===== src/rtl/regfile_renamed.sv =====
// regfile_renamed: architectural register file with per-register busy bit
// and ROB tag for an out-of-order core.
//
// Dispatch marks a destination busy with its ROB tag. Commit always writes
// the data, but releases busy/tag only when the committing tag still owns
// the register. A flush drops all rename state while keeping committed data.
// Register 0 is hardwired to zero and never becomes busy.
//
// Optional feature macro: REGFILE_BYPASS_EN
//   defined   : a read of the register being committed this cycle returns
//               the commit data, with busy/tag showing the release if the
//               commit owns the register.
//   undefined : reads show stored state only; a commit is visible next cycle.
module regfile_renamed #(
  parameter int XLEN  = 32,
  parameter int NREG  = 32,
  parameter int TAG_W = 4,
  parameter int NRD   = 2,
  localparam int AW   = $clog2(NREG)
) (
  input  logic                  clk,
  input  logic                  rst,
  input  logic [NRD*AW-1:0]     rd_addr,
  output logic [NRD*XLEN-1:0]   rd_data,
  output logic [NRD-1:0]        rd_busy,
  output logic [NRD*TAG_W-1:0]  rd_tag,
  input  logic                  iss_en,
  input  logic [AW-1:0]         iss_addr,
  input  logic [TAG_W-1:0]      iss_tag,
  input  logic                  cmt_en,
  input  logic [AW-1:0]         cmt_addr,
  input  logic [TAG_W-1:0]      cmt_tag,
  input  logic [XLEN-1:0]       cmt_data,
  input  logic                  flush
);

  logic [XLEN-1:0]  data_q [NREG];
  logic [TAG_W-1:0] tag_q  [NREG];
  logic [NREG-1:0]  busy_q;

  // Register state update: commit data, then issue/flush/commit ownership.
  // Issue is checked before the commit release so a same-cycle issue to the
  // committed register keeps ownership for the new writer.
  always_ff @(posedge clk or posedge rst) begin
    if (rst) begin
      busy_q <= '0;
      for (int i = 0; i < NREG; i++) begin
        data_q[i] <= '0;
        tag_q[i]  <= '0;
      end
    end else begin
      for (int i = 1; i < NREG; i++) begin
        if (cmt_en && (cmt_addr == AW'(i))) begin
          data_q[i] <= cmt_data;
        end
        if (flush) begin
          busy_q[i] <= 1'b0;
          tag_q[i]  <= '0;
        end else if (iss_en && (iss_addr == AW'(i))) begin
          busy_q[i] <= 1'b1;
          tag_q[i]  <= iss_tag;
        end else if (cmt_en && (cmt_addr == AW'(i)) &&
                     busy_q[i] && (tag_q[i] == cmt_tag)) begin
          busy_q[i] <= 1'b0;
          tag_q[i]  <= '0;
        end
      end
    end
  end

  for (genvar k = 0; k < NRD; k++) begin : g_rd
    logic [AW-1:0]    addr;
    logic [XLEN-1:0]  port_data;
    logic             port_busy;
    logic [TAG_W-1:0] port_tag;

    assign addr = rd_addr[k*AW +: AW];

    // Combinational read of one port; register 0 and reset force zeros.
    always_comb begin
      port_data = '0;
      port_busy = 1'b0;
      port_tag  = '0;
      if (!rst && (addr != '0)) begin
        port_data = data_q[addr];
        port_busy = busy_q[addr];
        port_tag  = tag_q[addr];
`ifdef REGFILE_BYPASS_EN
        if (cmt_en && (cmt_addr == addr)) begin
          port_data = cmt_data;
          if (busy_q[addr] && (tag_q[addr] == cmt_tag)) begin
            port_busy = 1'b0;
            port_tag  = '0;
          end
        end
`endif
      end
    end

    assign rd_data[k*XLEN +: XLEN]   = port_data;
    assign rd_busy[k]                = port_busy;
    assign rd_tag[k*TAG_W +: TAG_W]  = port_tag;
  end

endmodule


===== config.mk =====
export PLATFORM = sky130hd
export DESIGN_NAME = regfile_renamed
export DESIGN_NICKNAME = d
export VERILOG_FILES = /design/src/rtl/regfile_renamed.sv
export SDC_FILE = /design/constraint.sdc
export NUM_CORES = 2
export LEC_CHECK = 0
export CORE_MARGIN = 4
export CORE_UTILIZATION = 25
export DETAILED_ROUTE_END_ITERATION = 10
export GPL_TIMING_DRIVEN = 0
export HOLD_SLACK_MARGIN = 0.02
export SYNTH_ARGS = -nofsm -noshare
export SYNTH_HDL_FRONTEND = slang
export SYNTH_SLANG_ARGS = --single-unit

===== constraint.sdc =====
create_clock -name clk -period 111.9 [get_ports clk]
set_clock_uncertainty 0.2 [all_clocks]
set_input_delay 16.785 -clock clk [delete_from_list [all_inputs] [get_ports clk]]
set_output_delay 16.785 -clock clk [all_outputs]
set_load 0.05 [all_outputs]

==> impl_results.md <==
* Result of the run: finished with violations
* Failing checks: capacitance limit, slew limit
* Fraction of the yosys area taken by sequential cells at 44.38%
* Number of max-capacitance violations reported at 12
* Placed Cells at 8965
* Transition time at the pin with the least slew margin at 1.685 ns
* Layout Cell Area excl Fill at 0.07544 mm2
* Cell chosen for the clock root: sky130_fd_sc_hd__clkbuf_16
* Crit-path leading delay family: buffers and inverters
* Yosys warnings at 37
* Share of the clock period used by the worst path after layout at approximately 36%
* Routed wire length at 322900 um
* Clk sinks at approximately 1100
* Maximum vdd drop at 17.62 uV
* Filler-free cell count of the finished design at 9243
* Number of buffer and inverter stages on the critical path at 7
* DRT Pass-1 Iters at 9
* Top-level I/O count at 139
* Final layout net count at 5789
* Required time of the critical path at 94.92 ns
* Area added between synthesis and finish at 16.65%
* Pwr/cell area at ~17 mW/mm2
* Cell area after placement at roughly 0.07 mm2
* Classification of the worst-slack hold path: reg2reg
* Net count after synthesis at 5495
* Most common cell in the synthesized netlist: sky130_fd_sc_hd__dfrtp_1
* Slew Limit Fails at 117
* Post-CTS Setup Repair Bufs at 0
* Die extent in x at just over 500 um
* Number of gates resized after CTS at 0
* Maximum achievable frequency at 0.02496 GHz
* Fraction of final layout cells sized beyond drive strength 1 at 29.26%
* RSZ-0062 raised after global routing: no
* CTS tree: done
* Chip height at ~520 um
* Filler Cells Inserted at 26088
* Remaining Overflow, GRT at 0
* Via count of the first global-routing pass at 52116
* Longest Clk Path Bufs at 3
* Post-synth top cells: sky130_fd_sc_hd__dfrtp_1 (1147), sky130_fd_sc_hd__nand2_1 (1102), sky130_fd_sc_hd__mux2_2 (757), sky130_fd_sc_hd__mux2i_1 (379), sky130_fd_sc_hd__mux4_2 (371)
* Clock latency at the later pin of the worst-skew pair at roughly 0.80 ns
* Summed instance area of the synthesized netlist at 0.06467 mm2
* HPWL after detailed placement at 226100 um
* Final number of hold-violating endpoints at 0
* Crit path max-delay cell type: sky130_fd_sc_hd__clkdlybuf4s50_1
* Site Rows at 186
* Launching element type of the critical path: input port
* Kind of end point of the critical path: primary output
* Number of flops mapped to enable cells by yosys at 0
* Proportion of synthesized flip-flops having asynchronous set or reset at between 90% and 100%
* Top cell type by total area after synthesis: sky130_fd_sc_hd__dfrtp_1
* P_leak at 33.43 nW
* Wirelength per Cell at roughly 35 um
* Mean post-synth cell area at 11.91 um2
* Final number of setup-violating endpoints at 0
* Time the worst path needs with I/O delays and setup at 40.07 ns
* Die ar. at 0.2669 mm2
* Iteration-0 DRC Markers at 8715
* Leading post-synthesis cells by cell area: sky130_fd_sc_hd__dfrtp_1 (44%), sky130_fd_sc_hd__mux2_2 (13%), sky130_fd_sc_hd__mux4_2 (13%), sky130_fd_sc_hd__nand2_1 (6.4%), sky130_fd_sc_hd__mux2i_1 (5.9%)
* H-Tree Level Count at 4
* Post-synthesis cell type count at 73
* Initial core utilization at 25.15%
* # hold bufs at CTS at 0
* Post-route ant nets at 0
* Avg Vias per Cell at 5.851
* Main synth FF type: sky130_fd_sc_hd__dfrtp_1
* CP max stage delay at 0.97 ns
* Remaining max-slew budget at the tightest pin at -12.30%
* Maximum fanout encountered on the critical timing path at roughly 120
* Residual DRC at 0
* DR vias at 54083
* Flops & latches, synth at 1147
* GRT Util Overall at 23.54%
* Most frequent cell on the critical path: sky130_fd_sc_hd__buf_16
* List of cells traversed by the critical path: clkdlybuf4s50_1 > inv_8 > buf_16 > buf_16 > buf_16 > o21ai_0 > clkbuf_1 > o32a_1 > a221oi_1 > clkdlybuf4s50_1
* TritonCTS buffer count at 134
* Setup TNS at 0 ns
* Clk pin slew, worst setup/hold paths at approximately 0.06 ns
* WS Path Type: in2out
* Gpl congestion at 1.010
* Global-route wire length before repair at around 440000 um
* Cells after Synth at 5430
* Number of antenna violations at the first check in global routing at between 40 and 50
* Arrival time at the worst endpoint at between 20 and 25 ns
* Placeable core region at around 0.26 mm2
* Count of input and output buffers at between 100 and 150
* Pin count of the biggest net entering global routing at ~130
* Yosys top cell area share at 44.38%
-- logic make-up (layout without fill, tap and decap cells) --
kind of cell              after synthesis  in the layout  share of synthesized area, %
muxes                                1508           1508                         32.01
AOI/OAI and AO/OA                     637            637                         7.783
xor gates and xnor gates              112            112                         1.517
other                                   0             31                             0
buffers and inverters                 529            927                         4.682
and+or+nand+nor                      1497           1497                         9.627
DFF                                  1147           1147                         44.38
-- flip-flops by register name (all words and copies together), names as in the netlist --
name	cells
busy_q	31
data_q	992
tag_q	124
-- worst reg2reg max path, delay by kind of cell (launching register included) --
kind,cells,cell delay [ns]
AO/OA/AOI/OAI,3,1.03
flip-flops,1,0.44
XOR/XNOR,1,0.20
AND/OR/NAND/NOR,1,0.11
-- cells in the final DEF (no fill, tap or decap), types with 27 or more instances in the layout --
master	count
sky130_fd_sc_hd__nand2_1	1102
sky130_fd_sc_hd__nor2_1	121
sky130_fd_sc_hd__buf_6	50
sky130_fd_sc_hd__a22oi_1	57
sky130_fd_sc_hd__a221oi_1	82
sky130_fd_sc_hd__buf_2	136
sky130_fd_sc_hd__buf_4	62
sky130_fd_sc_hd__a21o_1	29
sky130_fd_sc_hd__xor2_1	85
sky130_fd_sc_hd__a22o_1	120
sky130_fd_sc_hd__nor3_1	89
sky130_fd_sc_hd__diode_2	31
sky130_fd_sc_hd__mux2i_1	379
sky130_fd_sc_hd__a21oi_1	59
sky130_fd_sc_hd__clkbuf_16	140
sky130_fd_sc_hd__mux2_2	757
sky130_fd_sc_hd__o22ai_1	51
sky130_fd_sc_hd__clkdlybuf4s50_1	125
sky130_fd_sc_hd__nand2b_1	61
sky130_fd_sc_hd__nor2b_1	38
sky130_fd_sc_hd__o21ai_0	40
sky130_fd_sc_hd__mux4_2	371
sky130_fd_sc_hd__xnor2_1	27
sky130_fd_sc_hd__clkbuf_8	33
sky130_fd_sc_hd__clkbuf_1	265
sky130_fd_sc_hd__dfrtp_1	1147
-- worst paths after layout --
path	to	from	cells after the start	slack (ns)
worst max-delay path	rd_data[32]	rst	10	71.83
worst min-delay path	data_q[673]$_DFFE_PP0P_	data_q[673]$_DFFE_PP0P_	2	0.30
worst max register to register	tag_q[69]$_DFFE_PP0P_	tag_q[71]$_DFFE_PP0P_	5	109.85
worst min register to register	data_q[673]$_DFFE_PP0P_	data_q[673]$_DFFE_PP0P_	2	0.30
max in group asynchronous	data_q[437]$_DFFE_PP0P_	rst	5	92.66
min in group asynchronous	data_q[674]$_DFFE_PP0P_	rst	2	16.36
-- metal layers --
metal  wire length, um  track usage [%]  vias up  part of all wire [%]
met5               215                0        -                 0.067
met4             27270            16.68       28                   8.4
met3             47250            10.38     1145                    15
met2            129700            32.27     4544                    40
met1            118400            29.30    27879                    37
li1                  -                -    20487                     -
-- metrics by stage --
step                utilization, %  total power [mW]  hold WS, ns  worst slack (ns)
detailed placement           27.50            0.8111       0.2811             71.73
floorplan                        -            0.7151       0.2546             46.70
CTS                          29.26             1.266       0.2966             71.72
global placement             27.28            0.8011       0.2710             12.53
global route                 29.31             1.312       0.3205             71.37
finish                       29.33             1.278       0.2972             71.83
-- power breakdown --
group | internal [mW] | switching, mW | total, mW
logic | 0.127 | 0.146 | 0.274
clock network | 0.270 | 0.192 | 0.462
registers | 0.484 | 0.0574 | 0.542
total | 0.882 | 0.396 | 1.28
-- final cells by class --
class / instances / area (um2) / area share, %
clock inverters: 33 / 435.4 / 0.5772
diodes: 31 / 77.57 / 0.1028
plain buffers: 521 / 3018 / 4.001
inverters: 8 / 37.54 / 0.04976
clock buffers: 207 / 4085 / 5.415
well taps: 3384 / 4234 / 5.613
multi-input cells: 3754 / 33020 / 43.78
repair buffers: 158 / 1823 / 2.417
flip-flops and latches: 1147 / 28700 / 38.05
Note: power is estimated with default switching activity, not from simulation.
